$ cat config.mk
export PLATFORM = sky130hd
export DESIGN_NAME = addr8u_share_ctrl
export DESIGN_NICKNAME = d
export VERILOG_FILES = /design/src/rtl/addr8u_share_ctrl.sv
export SDC_FILE = /design/constraint.sdc
export NUM_CORES = 1
export LEC_CHECK = 0
export BUFFER_PORTS_ARGS = -buffer_cell sky130_fd_sc_hd__buf_2
export CAP_MARGIN = 10
export CORE_MARGIN = 3
export CORE_UTILIZATION = 52
export DETAILED_ROUTE_END_ITERATION = 7
export PLACE_DENSITY = 0.86
export SLEW_MARGIN = 20
export SYNTH_ARGS = -nofsm -noshare
export SYNTH_HDL_FRONTEND = slang
export SYNTH_SLANG_ARGS = --single-unit
export TNS_END_PERCENT = 1
$ cat constraint.sdc
create_clock -name clk -period 4.6 [get_ports clk]
set_clock_uncertainty 0.2 [all_clocks]
set_input_delay 0.23 -clock clk [delete_from_list [all_inputs] [get_ports clk]]
set_output_delay 0.23 -clock clk [all_outputs]
set_load 0.005 [all_outputs]
$ cat src/rtl/addr8u_share_ctrl.sv
// addr8u_share_ctrl: round-robin arbiter that shares one 8-bit unsigned adder
// among NREQ requesters and returns a 9-bit sum with valid/ready handshake.
// Optional self-check (operand-swapped recompute) is compiled in with the
// macro ADDR8U_RECHECK_EN; without it out_err and err_cnt are constant 0.
module addr8u_share_ctrl #(
    parameter int NREQ = 4
) (
    input  logic              clk,
    input  logic              rst_n,
    input  logic [NREQ-1:0]   req,
    input  logic [8*NREQ-1:0] a_in,
    input  logic [8*NREQ-1:0] b_in,
    output logic [NREQ-1:0]   gnt,
    output logic              out_valid,
    input  logic              out_ready,
    output logic [8:0]        out_sum,
    output logic [2:0]        out_id,
    output logic              out_err,
    output logic [7:0]        err_cnt,
    output logic              busy
);

`ifdef ADDR8U_RECHECK_EN
    typedef enum logic [1:0] {IDLE = 2'd0, CALC = 2'd1, CHECK = 2'd2, RESP = 2'd3} state_t;
`else
    typedef enum logic [1:0] {IDLE = 2'd0, CALC = 2'd1, RESP = 2'd3} state_t;
`endif

    state_t     state_reg, state_next;
    logic [2:0] ptr_reg;
    logic [2:0] gid_reg;
    logic [2:0] id_reg;
    logic [7:0] op_a_reg, op_b_reg;
    logic [8:0] sum_reg;
    logic       started_reg;   // blocks a grant in the first cycle after reset release

    logic       win_found;
    logic [2:0] win_idx;
    logic       grant_en;
    logic [7:0] sel_a, sel_b;
    logic [7:0] add_x, add_y;
    logic [8:0] add_sum;

`ifdef ADDR8U_RECHECK_EN
    logic       retry_reg;
    logic       err_reg;
    logic [7:0] err_cnt_reg;
`endif

    // Round-robin search: first asserted request at or after the pointer.
    always_comb begin
        int cand;
        cand      = 0;
        win_found = 1'b0;
        win_idx   = '0;
        for (int i = 0; i < NREQ; i++) begin
            cand = int'(ptr_reg) + i;
            if (cand >= NREQ) cand = cand - NREQ;
            for (int k = 0; k < NREQ; k++) begin
                if (!win_found && (k == cand) && req[k]) begin
                    win_found = 1'b1;
                    win_idx   = 3'(k);
                end
            end
        end
    end

    assign grant_en = (state_reg == IDLE) && started_reg && win_found;

    generate
        for (genvar gi = 0; gi < NREQ; gi++) begin : g_gnt
            assign gnt[gi] = grant_en && (win_idx == 3'(gi));
        end
    endgenerate

    // Operand mux selecting the winning requester's slices.
    always_comb begin
        sel_a = '0;
        sel_b = '0;
        for (int k = 0; k < NREQ; k++) begin
            if (win_idx == 3'(k)) begin
                sel_a = a_in[8*k +: 8];
                sel_b = b_in[8*k +: 8];
            end
        end
    end

    // The single shared adder; the self-check feeds it swapped operands.
`ifdef ADDR8U_RECHECK_EN
    assign add_x = (state_reg == CHECK) ? op_b_reg : op_a_reg;
    assign add_y = (state_reg == CHECK) ? op_a_reg : op_b_reg;
`else
    assign add_x = op_a_reg;
    assign add_y = op_b_reg;
`endif
    assign add_sum = {1'b0, add_x} + {1'b0, add_y};

    // Next-state logic.
    always_comb begin
        state_next = state_reg;
        case (state_reg)
            IDLE: if (grant_en) state_next = CALC;
`ifdef ADDR8U_RECHECK_EN
            CALC: state_next = CHECK;
            CHECK: begin
                if (add_sum == sum_reg) state_next = RESP;
                else if (!retry_reg)    state_next = CHECK;
                else                    state_next = RESP;
            end
`else
            CALC: state_next = RESP;
`endif
            RESP: if (out_ready) state_next = IDLE;
            default: state_next = IDLE;
        endcase
    end

    // State, pointer, operand and result registers.
    always_ff @(posedge clk) begin
        if (!rst_n) begin
            state_reg   <= IDLE;
            ptr_reg     <= '0;
            gid_reg     <= '0;
            id_reg      <= '0;
            op_a_reg    <= '0;
            op_b_reg    <= '0;
            sum_reg     <= '0;
            started_reg <= 1'b0;
`ifdef ADDR8U_RECHECK_EN
            retry_reg   <= 1'b0;
            err_reg     <= 1'b0;
            err_cnt_reg <= '0;
`endif
        end else begin
            state_reg   <= state_next;
            started_reg <= 1'b1;
            if (grant_en) begin
                ptr_reg  <= (win_idx == 3'(NREQ-1)) ? 3'd0 : win_idx + 3'd1;
                gid_reg  <= win_idx;
                op_a_reg <= sel_a;
                op_b_reg <= sel_b;
            end
            if (state_reg == CALC) begin
                sum_reg <= add_sum;
                id_reg  <= gid_reg;
`ifdef ADDR8U_RECHECK_EN
                err_reg   <= 1'b0;
                retry_reg <= 1'b0;
`endif
            end
`ifdef ADDR8U_RECHECK_EN
            if ((state_reg == CHECK) && (add_sum != sum_reg)) begin
                if (err_cnt_reg != 8'hFF) err_cnt_reg <= err_cnt_reg + 8'd1;
                if (!retry_reg) begin
                    sum_reg   <= add_sum;
                    retry_reg <= 1'b1;
                end else begin
                    err_reg <= 1'b1;
                end
            end
`endif
        end
    end

    assign out_valid = (state_reg == RESP);
    assign busy      = (state_reg != IDLE);
    assign out_sum   = sum_reg;
    assign out_id    = id_reg;
`ifdef ADDR8U_RECHECK_EN
    assign out_err   = err_reg;
    assign err_cnt   = err_cnt_reg;
`else
    assign out_err   = 1'b0;
    assign err_cnt   = 8'd0;
`endif

endmodule

# --- Yosys cells after proc, flatten, opt, wreduce, memory -nomap -nowiden ---
# Cells that the tools add are included.
# W data, S select, Z words.
word_totals:
  input_bits: 71
  output_inout_bits: 27
  reg_bits: 37
classes:
  eq_ne: 19
  n_reduce_logical: 60
  addsub: 9
  mux: 48
  magnitude_cmp: 4
op_table:
  columns: ["operator", "n"]
  rows:
  - ["$eq A3 B32 Y1 const A", 8]
  - ["$eq A2 B32 Y1 const A", 4]
  - ["$logic_not A32 Y1", 4]
  - ["$mux W32", 4]
  - ["$mux W8", 8]
  - ["$mux W3", 15]
  - ["$logic_and A1 B1 Y1", 37]
  - ["$mux W1", 18]
  - ["$logic_not A1 Y1", 15]
  - ["$sub A4 B3 Y5 const B", 3]
  - ["$ge A4 B3 Y1 const B", 3]
  - ["$add A8 B8 Y9", 1]
  - ["$add A3 B2 Y4 const B", 2]
  - ["$eq A3 B2 Y1 const B", 2]
  - ["$pmux W2 S3", 1]
  - ["$add A3 B1 Y4 const B", 1]
  - ["$mux W2", 2]
  - ["$sub A3 B3 Y4 const B", 1]
  - ["$add A3 B1 Y3 const B", 1]
  - ["$eq A3 B1 Y1 const B", 1]
  - ["$ge A3 B3 Y1 const B", 1]
  - ["$logic_not A3 Y1", 1]
  - ["$eq A2 B1 Y1 const B", 1]
  - ["$eq A2 B2 Y1 const B", 1]
  - ["other kinds (5)", 5]

# --- Longest topological paths before layout ---
logic_depth:
  word_depth: 70
  mapped_depth: 11

# --- Least setup slack after synthesis ---
# OpenSTA, ideal clock, no wires.
synth_path:
  path_kind: "register -> register"
  start: "register ptr_reg[1]"
  end: "register op_b_reg[5], in the netlist add_y[5]"
  n_path_buf: 2
  synth_period_minus_slack_ps: 2377
  arrival_ps: 2058
  stages_incl_launch_ff: 12
  setup_slack_ps: 2223
  setup_ps: 119
  cell_sequence: "dfxtp_1 mux2i_1 nor2_1 or3_1 inv_1 ha_1 buf_2 nor2b_2 buf_2 a221o_1 nand3_1 a21oi_1"
synth_between:
  elab_chain_cells: 70
  word_cells_on_any_way: 117
  classes_between: "add/sub (7); order compare (4); eq/ne (15); mux (39); reduce/logical (52)"
synth_lines:
  columns: ["element", "line_no", "rtl"]
  rows:
  - ["from (decl)", "30", "logic [2:0] ptr_reg;"]
  - ["from (signal assigned)", "138", "ptr_reg <= (win_idx == 3'(NREQ-1)) ? 3'd0 : win_idx + 3'd1;"]
  - ["$sub A3 B3 Y4 / $ge A3 B3 Y1 (equally long branches)", "58", "if (cand >= NREQ) cand = cand - NREQ;"]
  - ["$mux W32", "58", null]
  - ["$logic_not A32 Y1", "60", "if (!win_found && (k == cand) && req[k]) begin"]
  - ["$logic_and A1 B1 Y1", "60", null]
  - ["$mux W1", "60", null]
  - ["$logic_not A1 Y1", "60", null]
  - ["$logic_and A1 B1 Y1 (2 in a row)", "60", null]
  - ["$mux W1", "60", null]
  - ["[51 not listed]", null, null]
  - ["$mux W1", "60", null]
  - ["$logic_not A1 Y1", "60", null]
  - ["$logic_and A1 B1 Y1 (2 in a row)", "60", null]
  - ["$mux W3 (*)", "60", null]
  - ["via win_idx[0]", "38", "logic [2:0] win_idx;"]
  - ["$logic_not A3 Y1", "81", "if (win_idx == 3'(k)) begin"]
  - ["$mux W8 (3 in a row)", "81", null]
  - ["$mux W8 (*)", "81", null]
  - ["to (signal assigned)", "141", "op_b_reg <= sel_b;"]
  - ["to (decl)", "33", "logic [7:0] op_a_reg, op_b_reg;"]
# Mark *: on every way through the listed nets, which the timed path passes. The rest lies on a longest branch.
# A chain may end at the register's enable or synchronous reset.

# --- Worst setup path in the final report ---
layout_path:
  start: "register ptr_reg[1]"
  end: "output gnt[3]"
layout_between:
  elab_chain_cells: 67
  word_cells_on_any_way: 111
  classes_between: "add/sub (7); order compare (4); eq/ne (13); mux (35); reduce/logical (52)"
layout_lines:
  columns: ["element", "line_no", "rtl"]
  rows:
  - ["$sub A3 B3 Y4 / $ge A3 B3 Y1 (equally long branches)", "58", null]
  - ["$mux W32", "58", null]
  - ["$logic_not A32 Y1", "60", null]
  - ["$logic_and A1 B1 Y1", "60", null]
  - ["$mux W1", "60", null]
  - ["$logic_not A1 Y1", "60", null]
  - ["$logic_and A1 B1 Y1 (2 in a row)", "60", null]
  - ["$mux W1", "60", null]
  - ["[49 not listed]", null, null]
  - ["$logic_and A1 B1 Y1 (2 in a row)", "60", null]
  - ["$mux W1", "60", null]
  - ["$logic_not A1 Y1", "60", null]
  - ["$logic_and A1 B1 Y1 (2 in a row)", "60", null]
  - ["$mux W3 (*)", "60", null]
  - ["via win_idx[0]", "38", null]
  - ["$eq A3 B2 Y1 (*)", "72", "assign gnt[gi] = grant_en && (win_idx == 3'(gi));"]
  - ["$logic_and A1 B1 Y1 (*)", "72", null]
  - ["to (decl)", "13", "output logic [NREQ-1:0] gnt,"]
# Marks and branches as above.

==> summary.md <==
| Metric | Value |
|---|---|
| Initial DRC count | `178` |
| Number of synthesized flops with an enable pin | `0` |
| Worst path max stage delay | `430 ps` |
| First-pass GRT wire length | `between 9 and 10 mm` |
| Top post-synthesis cells by area | `dfxtp_1, a21oi_1, a221o_1` |
| Largest net degree at the start of global routing | `between 40 and 50` |
| Hold Vio Cnt, Final | `0` |
| Crit start category | `flip-flop` |
| Final worst slack | `1520 ps` |
| Number of antenna violations at the first check in global routing | `0` |
| Sw Pwr | `approximately 0.00028 W` |
| Vias per cell | `roughly 5.6` |
| Status | `finished clean` |
| Chip width | `roughly 72 um` |
| Worst R2R Setup Slack | `1740 ps` |
| Clock transition at path regs | `70 ps` |
| Worst skew pair latency | `between 200 and 300 ps` |
| WHS Endpoint | `add_x[0]` |
| Fillers | `around 350` |
| Gr usage total | `between 20% and 30%` |
| Dpl ws | `roughly 1800 ps` |
| Top FF cell, synth | `dfxtp_1` |
| Sequential power share | `about two fifths` |
| CP max-delay cell | `clkinv_1` |
| Tcrit/Tclk final | `roughly two thirds` |
| # rows | `23` |
| Ports | `between 90 and 100` |
| Synth-to-Final Area Change | `21.3%` |
| Num CTS Buffers | `5` |
| Total wire length | `roughly 5.7 mm` |
| Via count | `between 2,000 and 2,500` |
| Placed inst area | `~2700 um2` |
| Combinational share of power | `about a third` |
| GPL Wtd Cong | `approximately 0.80` |
| Final Cell Area | `2770 um2` |
| Max-cap violation count | `0` |
| Synthesized flop and latch total | `34` |
| Relative slew margins | `approximately 34%` |
| Worst Tran Pin Value | `around 980 ps` |
| Share of cells above drive strength 1 | `between 20% and 30%` |
| Sequential-to-total area share from yosys stat | `29.8%` |
| Post-CTS Setup Bufs | `0` |
| Grt ovf | `0` |
| WL/cell | `14.0 um` |
| CP cell instances | `mux2i_1 > nor2_1 > or3_1 > inv_1 > ha_1 > buf_4 > clkinv_1 > nor2_1 > buf_2` |
| Total power | `roughly 0.00085 W` |
| Clock power frac | `between 20% and 30%` |
| Worst Setup End Kind | `output port` |
| Worst Hold Launch | `a_in[24]` |
| Async SR Flop Fraction | `0%` |
| R2R depth | `9` |
| Min cycle time layout | `about 3000 ps` |
| H-tree lvl count | `2` |
| Worst R2R Start | `ptr_reg[1]` |
| Finished Core Util | `about two thirds` |
| Worst R2R End | `add_y[6]` |
| Static Leakage | `about 1.3 nW` |
| Post-DRT Antenna Nets | `0` |
| Critical Path AT | `2650 ps` |
| WP data required | `4170 ps` |
| RSZ-0062 raised after global routing | `no` |
| Cell variety after synth | `48` |
| Reg area | `681 um2` |
| Hold Path Class | `in2reg` |
| Vias in the first global route | `2,057` |
| CTS tree | `built` |
| Post-synth top area cell | `dfxtp_1` |
| Synthesis Warnings | `0` |
| Synth Cell Area | `2280 um2` |
| Hold Crit Depth | `3` |
| Initial Utilization | `between 50% and 60%` |
| TNS Setup | `0 ps` |
| DRC violations left | `0` |
| Top cell type's share of synthesized area | `around 30%` |
| Maximum net fanout on the critical path | `18` |
| Die Span Y | `approximately 72 um` |
| Avg Inst Size Synth | `8.06 um2` |
| Pwr dens | `about 310 nW/um2` |
| Critical path class | `reg2out` |
| Number of diodes | `0` |
| Clock Path Buffers | `2` |
| Mapped Cells | `between 200 and 300` |
| Setup Viol. Count Final | `0` |
| Area occupied by multi-input gates | `~1500 um2` |
| F_max | `~0.33 GHz` |
| Internal power | `about 0.00057 W` |
| Root Buffer | `clkbuf_8` |
| Worst ir drop on vdd | `around 0.14 mV` |
| Switching Share | `~33%` |
| Final-report max-slew violation count | `0` |
| Core Area | `roughly 4100 um2` |
| Clock sinks | `34` |
| Max FFs per register | `9` |
| Pre-Repair DR Iteration Count | `4` |
| Cell mode on critical path | `nor2_1` |
| Post-DP HPWL | `4.29 mm` |
| Die Footprint | `5220 um2` |
| Port bufs | `87` |
| Layout Nets | `approximately 440` |
==> through the flow <==
stage | std cells | hold WS, ps
after floorplan | 292 | 57.7
after CTS | 410 | 25.3
final | 410 | 25.7
after detailed placement | 401 | 231
after global routing | 410 | 47.8
after global placement | 401 | 229
==> area by class of cell <==
type / instances / area share [%]
sequential: 34 / 24.6
inverter: 7 / 0.949
multi-input combinational: 222 / 52.5
clock buffer: 7 / 3.12
tap: 50 / 2.26
timing repair buffer: 89 / 16.4
clock inverter: 1 / 0.181
==> power groups by stage <==
stage | clock network (W) | registers (W) | logic (W)
2_1_floorplan | 0 | 0.000346 | 0.000204
3_3_place_gp | 0 | 0.000348 | 0.000269
3_5_place_dp | 0 | 0.000349 | 0.000275
4_1_cts | 0.000227 | 0.000343 | 0.000278
5_1_grt | 0.000243 | 0.000347 | 0.000311
6_report | 0.000228 | 0.000343 | 0.000281
==> worst max-delay path by stage <==
stage,slack [ps],depth (start not counted),end,startpoint
3_3_place_gp,1850,9,add_x[6],ptr_reg[1]
2_1_floorplan,2220,11,add_y[5],ptr_reg[1]
5_1_grt,1330,9,gnt[3],ptr_reg[1]
3_5_place_dp,1790,9,add_y[3],ptr_reg[1]
6_report,1520,9,gnt[3],ptr_reg[1]
4_1_cts,1530,9,gnt[3],ptr_reg[1]
==> synth_stat cells (5+ instances only) <==
cell / n
a21oi_1: 38
a221o_1: 15
and2_1: 8
buf_2: 5
buf_4: 12
clkbuf_1: 12
dfxtp_1: 34
ha_1: 12
inv_1: 6
nand2_1: 17
nand2b_1: 20
nand3_1: 23
nor2_1: 6
o21ai_0: 18
==> cell families after synthesis <==
family                     count (synthesis)  share of synthesized area (%)
DFF                                       34                           29.8
adders and majority gates                 13                           7.46
other                                      1                          0.164
and+or+nand+nor                           94                           23.9
buffers and inverters                     36                           8.17
muxes                                      1                          0.439
AOI/OAI and AO/OA                        104                           30.1
==> layout by cell type (no fill, tap or decap), types with 4 or more instances in the layout <==
cell	instances
dfxtp_1	34
o21ai_0	18
nor2_1	6
conb_1	10
nand3_1	23
nand2_1	17
clkbuf_8	6
a21boi_0	4
o21a_1	4
nand2b_1	20
o211ai_1	4
a21o_1	4
a221o_1	15
and2_1	8
inv_1	6
buf_2	87
a21oi_1	38
ha_1	12
==> worst max-delay path, delay by kind of cell (launching register included) <==
family                     cells  cell delay, ps
buffers and inverters          4             880
and+or+nand+nor                3             700
DFF                            1             420
muxes                          1             210
adders and majority gates      1             140
==> layer usage <==
layer | track usage (%) | share of wire [%] | vias up | routed length, um
li1 | - | - | 1176 | -
met1 | 27.7 | 45 | 1029 | 2560
met2 | 35.2 | 45 | 101 | 2590
met3 | 6.23 | 8.6 | 9 | 492
met4 | 5.85 | 1.3 | 0 | 76
met5 | 0 | 0 | - | 0
==> timing repair <==
item	4_1_cts	5_1_grt
resized for setup	0	0
hold endpoints to repair	1	0
hold buffers	1	0
Note: power is estimated with default switching activity, not from simulation.
